$ cat config.mk
export PLATFORM = sky130hd
export DESIGN_NAME = vga_frame_ctrl_flat
export DESIGN_NICKNAME = d
export VERILOG_FILES = /design/src/rtl/vga_frame_ctrl_if.sv /design/src/rtl/vga_frame_ctrl.sv /design/src/flat_wrapper.sv
export SDC_FILE = /design/constraint.sdc
export NUM_CORES = 1
export LEC_CHECK = 0
export ABC_AREA = 1
export CORE_AREA = 5 5 85 87
export CTS_BUF_LIST = sky130_fd_sc_hd__clkbuf_4
export DETAILED_ROUTE_END_ITERATION = 8
export DIE_AREA = 0 0 90 92
export GPL_ROUTABILITY_DRIVEN = 0
export HOLD_SLACK_MARGIN = 0.05
export PLACE_DENSITY = 0.82
export SYNTH_ARGS = -nofsm -noshare
export SYNTH_HDL_FRONTEND = slang
export SYNTH_SLANG_ARGS = --single-unit
$ cat constraint.sdc
create_clock -name clk -period 2.14 [get_ports clk]
set_input_delay 0.642 -clock clk [delete_from_list [all_inputs] [get_ports clk]]
set_output_delay 0.642 -clock clk [all_outputs]
set_load 0.05 [all_outputs]
$ cat src/rtl/vga_frame_ctrl_if.sv
// Pattern-select configuration handshake between a host (master) and the
// VGA frame controller (slave).
interface vga_frame_ctrl_if #(
    parameter int SEL_W = 4
) ();
    logic             cfg_valid;
    logic [SEL_W-1:0] cfg_data;
    logic             cfg_ready;

    modport master (output cfg_valid, output cfg_data, input  cfg_ready);
    modport slave  (input  cfg_valid, input  cfg_data, output cfg_ready);
endinterface

$ cat src/rtl/vga_frame_ctrl.sv
// VGA timing sequencer: pixel-rate divider, h/v counters, registered sync/DE/
// coordinate outputs, and a pattern-select register committed at frame boundaries.
module vga_frame_ctrl #(
    parameter int   DIV         = 2,
    parameter int   H_TOTAL     = 800,
    parameter int   H_SYNC      = 96,
    parameter int   H_ACT_START = 144,
    parameter int   H_ACT       = 640,
    parameter int   V_TOTAL     = 525,
    parameter int   V_SYNC      = 2,
    parameter int   V_ACT_START = 35,
    parameter int   V_ACT       = 480,
    parameter logic SYNC_POL    = 1'b1,
    parameter int   SEL_W       = 4
) (
    input  logic             clk,
    input  logic             reset,
    vga_frame_ctrl_if.slave  cfg,
    output logic             o_hsync,
    output logic             o_vsync,
    output logic             o_de,
    output logic [9:0]       o_x,
    output logic [9:0]       o_y,
    output logic             o_pix_tick,
    output logic             o_frame_start,
    output logic [SEL_W-1:0] o_pattern_sel,
    output logic             o_cfg_applied,
    output logic [15:0]      o_frame_cnt
);
    localparam int DIV_W = (DIV > 1) ? $clog2(DIV) : 1;
    localparam int CNT_W = 10;

    typedef enum logic {ST_IDLE, ST_PENDING} cfg_state_t;

    logic [DIV_W-1:0] r_div_cnt;
    logic [CNT_W-1:0] r_h;
    logic [CNT_W-1:0] r_v;
    logic [SEL_W-1:0] r_pending;
    cfg_state_t       r_state;

    logic w_tick;
    logic w_h_last;
    logic w_v_last;
    logic w_boundary;
    logic w_h_act;
    logic w_v_act;
    logic w_de;

    assign w_tick     = (r_div_cnt == DIV_W'(DIV - 1));
    assign w_h_last   = (r_h == CNT_W'(H_TOTAL - 1));
    assign w_v_last   = (r_v == CNT_W'(V_TOTAL - 1));
    assign w_boundary = w_tick && w_h_last && w_v_last;
    assign w_h_act    = (r_h >= CNT_W'(H_ACT_START)) && (r_h < CNT_W'(H_ACT_START + H_ACT));
    assign w_v_act    = (r_v >= CNT_W'(V_ACT_START)) && (r_v < CNT_W'(V_ACT_START + V_ACT));
    assign w_de       = w_h_act && w_v_act;

    // Stage p0: pixel divider and raster counters, advancing once per tick
    always_ff @(posedge clk) begin
        if (reset) begin
            r_div_cnt <= '0;
            r_h       <= '0;
            r_v       <= '0;
        end else begin
            r_div_cnt <= w_tick ? '0 : r_div_cnt + 1'b1;
            if (w_tick) begin
                if (w_h_last) begin
                    r_h <= '0;
                    r_v <= w_v_last ? '0 : r_v + 1'b1;
                end else begin
                    r_h <= r_h + 1'b1;
                end
            end
        end
    end

    // Stage p1: timing outputs registered from the current counter values
    always_ff @(posedge clk) begin
        if (reset) begin
            o_hsync       <= ~SYNC_POL;
            o_vsync       <= ~SYNC_POL;
            o_de          <= 1'b0;
            o_x           <= '0;
            o_y           <= '0;
            o_pix_tick    <= 1'b0;
            o_frame_start <= 1'b0;
            o_frame_cnt   <= '0;
        end else begin
            o_hsync       <= (r_h < CNT_W'(H_SYNC)) ? SYNC_POL : ~SYNC_POL;
            o_vsync       <= (r_v < CNT_W'(V_SYNC)) ? SYNC_POL : ~SYNC_POL;
            o_de          <= w_de;
            o_x           <= w_de ? r_h - CNT_W'(H_ACT_START) : '0;
            o_y           <= w_de ? r_v - CNT_W'(V_ACT_START) : '0;
            o_pix_tick    <= w_tick;
            o_frame_start <= w_boundary;
            if (w_boundary) begin
                o_frame_cnt <= o_frame_cnt + 16'd1;
            end
        end
    end

    // A word accepted on the boundary clk itself waits for the following boundary
    always_ff @(posedge clk) begin
        if (reset) begin
            r_state       <= ST_IDLE;
            r_pending     <= '0;
            cfg.cfg_ready <= 1'b1;
            o_pattern_sel <= '0;
            o_cfg_applied <= 1'b0;
        end else begin
            o_cfg_applied <= 1'b0;
            case (r_state)
                ST_IDLE: begin
                    if (cfg.cfg_valid) begin
                        r_pending     <= cfg.cfg_data;
                        r_state       <= ST_PENDING;
                        cfg.cfg_ready <= 1'b0;
                    end
                end
                ST_PENDING: begin
                    if (w_boundary) begin
                        o_pattern_sel <= r_pending;
                        o_cfg_applied <= 1'b1;
                        r_state       <= ST_IDLE;
                        cfg.cfg_ready <= 1'b1;
                    end
                end
                default: r_state <= ST_IDLE;
            endcase
        end
    end
endmodule

$ cat src/flat_wrapper.sv
// flat-port wrapper written by rule: the top's interface ports become plain ports
module vga_frame_ctrl_flat 
#(
    parameter int   DIV         = 2,
    parameter int   H_TOTAL     = 800,
    parameter int   H_SYNC      = 96,
    parameter int   H_ACT_START = 144,
    parameter int   H_ACT       = 640,
    parameter int   V_TOTAL     = 525,
    parameter int   V_SYNC      = 2,
    parameter int   V_ACT_START = 35,
    parameter int   V_ACT       = 480,
    parameter logic SYNC_POL    = 1'b1,
    parameter int   SEL_W       = 4
)
  (clk, reset, o_hsync, o_vsync, o_de, o_x, o_y, o_pix_tick, o_frame_start, o_pattern_sel, o_cfg_applied, o_frame_cnt, cfg_cfg_valid, cfg_cfg_data, cfg_cfg_ready);
  vga_frame_ctrl_if #(.SEL_W(SEL_W)) cfg_i ();
  input  logic clk;
  input  logic reset;
  output logic o_hsync;
  output logic o_vsync;
  output logic o_de;
  output logic [9:0] o_x;
  output logic [9:0] o_y;
  output logic o_pix_tick;
  output logic o_frame_start;
  output logic [SEL_W-1:0] o_pattern_sel;
  output logic o_cfg_applied;
  output logic [15:0] o_frame_cnt;
  input wire logic [$bits(cfg_i.cfg_valid)-1:0] cfg_cfg_valid;
  input wire logic [$bits(cfg_i.cfg_data)-1:0] cfg_cfg_data;
  output wire logic [$bits(cfg_i.cfg_ready)-1:0] cfg_cfg_ready;
  assign cfg_i.cfg_valid = cfg_cfg_valid;
  assign cfg_i.cfg_data = cfg_cfg_data;
  assign cfg_cfg_ready = cfg_i.cfg_ready;
  vga_frame_ctrl #(.DIV(DIV), .H_TOTAL(H_TOTAL), .H_SYNC(H_SYNC), .H_ACT_START(H_ACT_START), .H_ACT(H_ACT), .V_TOTAL(V_TOTAL), .V_SYNC(V_SYNC), .V_ACT_START(V_ACT_START), .V_ACT(V_ACT), .SYNC_POL(SYNC_POL), .SEL_W(SEL_W)) u_core (.clk(clk), .reset(reset), .cfg(cfg_i), .o_hsync(o_hsync), .o_vsync(o_vsync), .o_de(o_de), .o_x(o_x), .o_y(o_y), .o_pix_tick(o_pix_tick), .o_frame_start(o_frame_start), .o_pattern_sel(o_pattern_sel), .o_cfg_applied(o_cfg_applied), .o_frame_cnt(o_frame_cnt));
endmodule
==> results of run 1 <==
synthesized netlist by cell type (all sizes together):
master  count  area (um^2)
a211oi      1         7.51
a21oi      20          104
a32o        1         10.0
and2        1         6.26
buf         7         47.5
clkbuf      5         18.8
dfxtp      73         1460
ha          8          100
inv        65          244
nand2     136          518
nand3      35          188
nand4      12         75.1
nor2       83          329
nor3       12         70.1
nor4        2         12.5
o21ai      13         65.1
o21bai      1         7.51
xnor2       3         26.3
xor2       14          123
per-layer routing:
metal / routed length [um] / up-vias
li1: - / 1648
met1: 3370 / 1460
met2: 3700 / 75
met3: 394 / 8
met4: 99 / 0
met5: 0 / -
metrics by stage:
step / instance area, um^2 / cells
finish: 4050 / 630
CTS: 4050 / 630
global route: 4050 / 630
floorplan: 3410 / 492
detailed placement: 3930 / 614
global placement: 3930 / 614
registers in the layout (all words and copies together), names as in the netlist, 4 cells and up:
register / flops
u_core.o_y: 10
u_core.r_h: 10
u_core.r_v: 10
u_core.o_x: 10
u_core.r_pending: 4
u_core.o_pattern_sel: 4
u_core.o_frame_cnt: 16
worst paths after layout:
kind                                          to  cells past startpoint                                 start  slack, ns
max                             o_pattern_sel[0]                      1  u_core.o_pattern_sel[0]$_SDFFE_PP0P_       0.21
min             u_core.r_pending[2]$_SDFFE_PP0P_                      2      u_core.r_pending[2]$_SDFFE_PP0P_       0.46
max reg2reg  u_core.o_frame_cnt[14]$_SDFFE_PP0P_                      8            u_core.r_h[4]$_SDFFE_PP0P_       0.27
min reg2reg     u_core.r_pending[2]$_SDFFE_PP0P_                      2      u_core.r_pending[2]$_SDFFE_PP0P_       0.46
layout make-up:
cell class,instances,area [um^2]
multi-input combinational,342,1640
sequential,73,1460
clock inverter,6,67.6
timing repair buffer,57,464
fill,577,2230
clock buffer,10,75.1
inverter,65,244
tap,77,96.3
logic make-up after synthesis:
family,Yosys count,share of synthesized area
fa+ha+maj,8,0.0293
simple gates,281,0.351
flops,73,0.428
compound gates,36,0.0568
buf+inv,77,0.0909
xor+xnor,17,0.0436
power by group through the flow:
stage	logic (mW)	registers, mW	clock network (mW)
after detailed placement	0.0885	1.42	0
after global routing	0.0998	1.39	0.964
after CTS	0.0883	1.39	0.895
final	0.0879	1.39	0.878
after global placement	0.0876	1.42	0
after floorplan	0.0440	1.43	0
==> results by group, run 1 <==
Clocking
  • Hold Buf Count CTS: 0
  • Post-cts resize count: 17
  • # clock sinks: 73
  • Max clock buf depth: 2
  • Clk slew on worst S/H paths: 0.12 ns
  • CTS buffer count: 9
  • H-tree levels: 3
  • Clock latency on the worst-skew pair: 0.42 ns
  • Clock Root Buffer: clkbuf_4
  • Postcts setup bufs: 0
  • CTS tree: yes

Global routing
  • Pin count of the biggest net entering global routing: 26
  • First-pass GRT wire length: 13500 um
  • Initial antenna violation count: 0
  • Routing usage on met2: 0.326
  • Vias in the first global route: 3172
  • Total gr overflow: 0
  • GR Util All Layers: 0.192
  • GR Layer Usage met3: 0.0565
  • GR peak layer: met2
  • Met1 usage: 0.225

Floorplanning
  • Core area: 6280 um^2
  • Die W: 90 um
  • Starting Density: 0.544
  • Die Area: 8280 um^2
  • Die Y-Extent: 92 um
  • I/O pins: 54
  • FP Rows: 29

Power and ir drop
  • Pwr Total: 2.35 mW
  • Combinational share of power: 0.037
  • Cell Int Power: 1.78 mW
  • Net Sw Power: 0.577 mW
  • VDD IR max: 553 uV
  • P_leak: 1.93 nW
  • Sequential power share: 0.590
  • Switching share of power: 0.245
  • PD cells: 581 nW/um^2
  • Clock network power share: 0.373

Place
  • Port bufs: 53
  • Pre-CTS WS: 0.184 ns
  • Hpwl dp: 5520 um

Routing
  • Iteration-0 DRC Markers: 158
  • Vias: 3191
  • DRC: 0
  • WL per Instance: 12.0 um
  • TritonRoute pass-1 iters: 4
  • Post-route ant nets: 0
  • Detailed Route WL: 7560 um
  • Vias/cell: 5.07

Worst setup path
  • Worst path cell trace: dlygate4sd2_1
  • Worst path slowest cell: dlygate4sd2_1
  • Crit Path Max Fanout: 2
  • Worst Setup End Kind: output pin
  • Crit Path Category: register to output pin
  • Worst Setup Start Kind: register
  • Buffers plus inverters on the worst setup path: 1
  • WP data arrival: 1.29 ns
  • Critical path's top delay family: buffers and inverters
  • Largest stage delay on the critical path: 0.53 ns
  • CP required: 1.50 ns

Flow run
  • Max Cap Viol: 0

Timing
  • Post-route setup TNS: 0 ns
  • Setup Skew: 0.0146 ns
  • Part of the cycle the worst path needs: 0.903
  • Hold_ws: 0.464 ns
  • Max_slew headroom: 0.670
  • Minimum clock period: 1.93 ns
  • Worst Max-Slew Pin Slew: 0.497 ns
  • RSZ-0062 raised after global routing: no
  • Fin worst setup slack: 0.208 ns
  • Endpoints failing hold: 0
  • Upper clock frequency limit: 518 MHz
  • Finish-stage setup viols: 0
  • Final Max Tran Viols: 0

Layout
  • Synth-to-layout area growth: 18.7%
  • Layout cell share with drive strength beyond 1: 0.112
  • Most common cell after layout, fill and taps aside: nand2_1
  • Core Util, Final: 0.645
  • Final Net Count: 563
  • Most frequent cells in the layout: nand2_1 (133), nor2_1 (80), dfxtp_1 (73)
  • Antenna Cells: 0

Yosys
  • Synthesized area: 3410 um^2
  • Post-synthesis sequential area ratio: 0.428
  • Syn_area_per_cell: 6.94 um^2
  • Synthesis Warnings: 0
  • Synth Instances: 492
  • Post-synth net total: 507
  • Yosys reg bits: 73
  • Synth unique cells: 27

Hold path
  • Hold Path Class: register to register

Run status
  • Run status: finished clean
No activity file was read; power rests on OpenSTA's default activity.
==> run 2, diff against run 1 <==
PLACE_DENSITY = not set   (was 0.82)
PLACE_DENSITY_LB_ADDON = 0.3   (was not set)
==> results by group, run 2 (synthesis results as in run 1) <==
Run status
  • Run status: finished clean

Worst setup path
  • Critical path's top delay family: buffers and inverters
  • Buffers plus inverters on the worst setup path: 1
  • Critical path depth: 1
  • Crit Path Category: register to output pin
  • Worst path cell trace: dlygate4sd2_1
  • R2R setup slack: 0.32 ns
  • Worst Setup Start Kind: register
  • CP required: 1.50 ns
  • Worst Setup End Kind: output pin
  • Critical path capture point: o_x[0]
  • WP data arrival: 1.30 ns
  • Origin of the critical flop-to-flop path: u_core.r_h[4]$_SDFFE_PP0P_
  • Worst path slowest cell: dlygate4sd2_1
  • Largest stage delay on the critical path: 0.53 ns
  • FF-to-FF End: u_core.o_frame_cnt[2]$_SDFFE_PP0P_
  • Crit Path Max Fanout: 1
  • Critical Path Source: u_core.o_x[0]$_SDFF_PP0_
  • R2R depth: 7

Clocking
  • CTS buffer count: 9
  • Postcts setup bufs: 0
  • # clock sinks: 73
  • Post-cts resize count: 12
  • H-tree levels: 3
  • Clock latency on the worst-skew pair: 0.42 ns
  • Hold Buf Count CTS: 0
  • CTS tree: yes
  • Clk slew on worst S/H paths: 0.13 ns
  • Max clock buf depth: 2
  • Clock Root Buffer: clkbuf_4

Global routing
  • Initial antenna violation count: 0
  • Vias in the first global route: 3084
  • Total gr overflow: 0
  • Pin count of the biggest net entering global routing: 16
  • GR Util All Layers: 0.194
  • First-pass GRT wire length: 13500 um

Floorplanning
  • Core area: 6280 um^2
  • I/O pins: 54
  • Die Y-Extent: 92 um
  • Die W: 90 um
  • Starting Density: 0.544
  • FP Rows: 29
  • Die Area: 8280 um^2

Flow run
  • Max Cap Viol: 0

Power and ir drop
  • PD cells: 605 nW/um^2
  • P_leak: 1.94 nW
  • VDD IR max: 463 uV

Routing
  • Post-route ant nets: 0
  • WL per Instance: 12.3 um
  • Vias/cell: 5.01
  • Top Metal Used: met4
  • TritonRoute pass-1 iters: 5
  • Iteration-0 DRC Markers: 257
  • Vias: 3162
  • Detailed Route WL: 7730 um
  • WL met3: 322 um
  • Wl on met1: 3380 um
  • Routed met2 length: 3930 um
  • DRC: 0

Timing
  • Setup Skew: 0.0150 ns
  • Hold_ws: 0.472 ns
  • RSZ-0062 raised after global routing: no
  • Upper clock frequency limit: 514 MHz
  • Minimum clock period: 1.94 ns
  • Endpoints failing hold: 0
  • Part of the cycle the worst path needs: 0.909
  • Final Max Tran Viols: 0
  • Post-route setup TNS: 0 ns
  • Worst Max-Slew Pin Slew: 0.496 ns
  • Finish-stage setup viols: 0
  • Max_slew headroom: 0.671

Place
  • Port bufs: 53
  • Hpwl dp: 5770 um
  • Area post-placement: 3920 um^2

Layout
  • Antenna Cells: 0
  • Most frequent cells in the layout: nand2_1 (133), nor2_1 (80), dfxtp_1 (73)
  • Synth-to-layout area growth: 19.3%
  • Number of flip-flops in the largest register: 16
  • Layout cell share with drive strength beyond 1: 0.123
  • Reg with most FFs: u_core.o_frame_cnt
  • Final Net Count: 564
  • Most common cell after layout, fill and taps aside: nand2_1
  • Design area: 4070 um^2

Hold path
  • Hold Path Class: register to register
[run 2: cell types whose count changed in the layout (fill, tap and decap cells not counted)]
| cell | previous run | this run |
|---|---|---|
| buf_4 | 34 | 40 |
| bufinv_16 | 1 | 2 |
| clkbuf_4 | 10 | 9 |
| clkinv_2 | 1 | 2 |
| clkinv_4 | 1 | 2 |
| clkinvlp_4 | 2 | 1 |
| dlygate4sd2_1 | 17 | 12 |
| inv_6 | 1 | 0 |
[run 2: layer usage]
metal  GRT usage  up-vias
met5           0        -
met4      0.0856        0
met3      0.0409        9
met2       0.343       63
met1       0.228     1437
li1            -     1653
[run 2: worst min-delay path by stage]
stage                                      from                          endpoint  slack, ns  cells after the start
5_1_grt        u_core.r_pending[0]$_SDFFE_PP0P_  u_core.r_pending[0]$_SDFFE_PP0P_       0.51                      2
4_1_cts        u_core.r_pending[0]$_SDFFE_PP0P_  u_core.r_pending[0]$_SDFFE_PP0P_       0.48                      2
2_1_floorplan  u_core.r_pending[0]$_SDFFE_PP0P_  u_core.r_pending[0]$_SDFFE_PP0P_       0.43                      2
3_5_place_dp   u_core.r_pending[0]$_SDFFE_PP0P_  u_core.r_pending[0]$_SDFFE_PP0P_       0.46                      2
6_report       u_core.r_pending[0]$_SDFFE_PP0P_  u_core.r_pending[0]$_SDFFE_PP0P_       0.47                      2
3_3_place_gp   u_core.r_pending[0]$_SDFFE_PP0P_  u_core.r_pending[0]$_SDFFE_PP0P_       0.44                      2
[run 2: per-stage QoR]
step                      total power, mW   util  cells  setup slack (ns)
after floorplan                      1.47      -    492             0.362
after global placement               1.51  0.625    615             0.239
after detailed placement             1.51  0.625    615             0.255
after CTS                            2.49  0.649    631             0.170
after global routing                 2.56  0.649    631             0.110
final                                2.46  0.649    631             0.195
[run 2: cell type report]
type                       instances  area [um^2]
inverter                          65          244
clock inverter                     7         95.1
timing repair buffer              58          465
sequential                        73         1460
clock buffer                       9         67.6
tap                               77         96.3
multi-input combinational        342         1640
fill                             548         2210
[run 2: power breakdown]
group / switching, mW / total, mW / internal, mW
clock network: 0.512 / 0.985 / 0.473
registers: 0.0131 / 1.39 / 1.37
logic: 0.0602 / 0.0923 / 0.0321
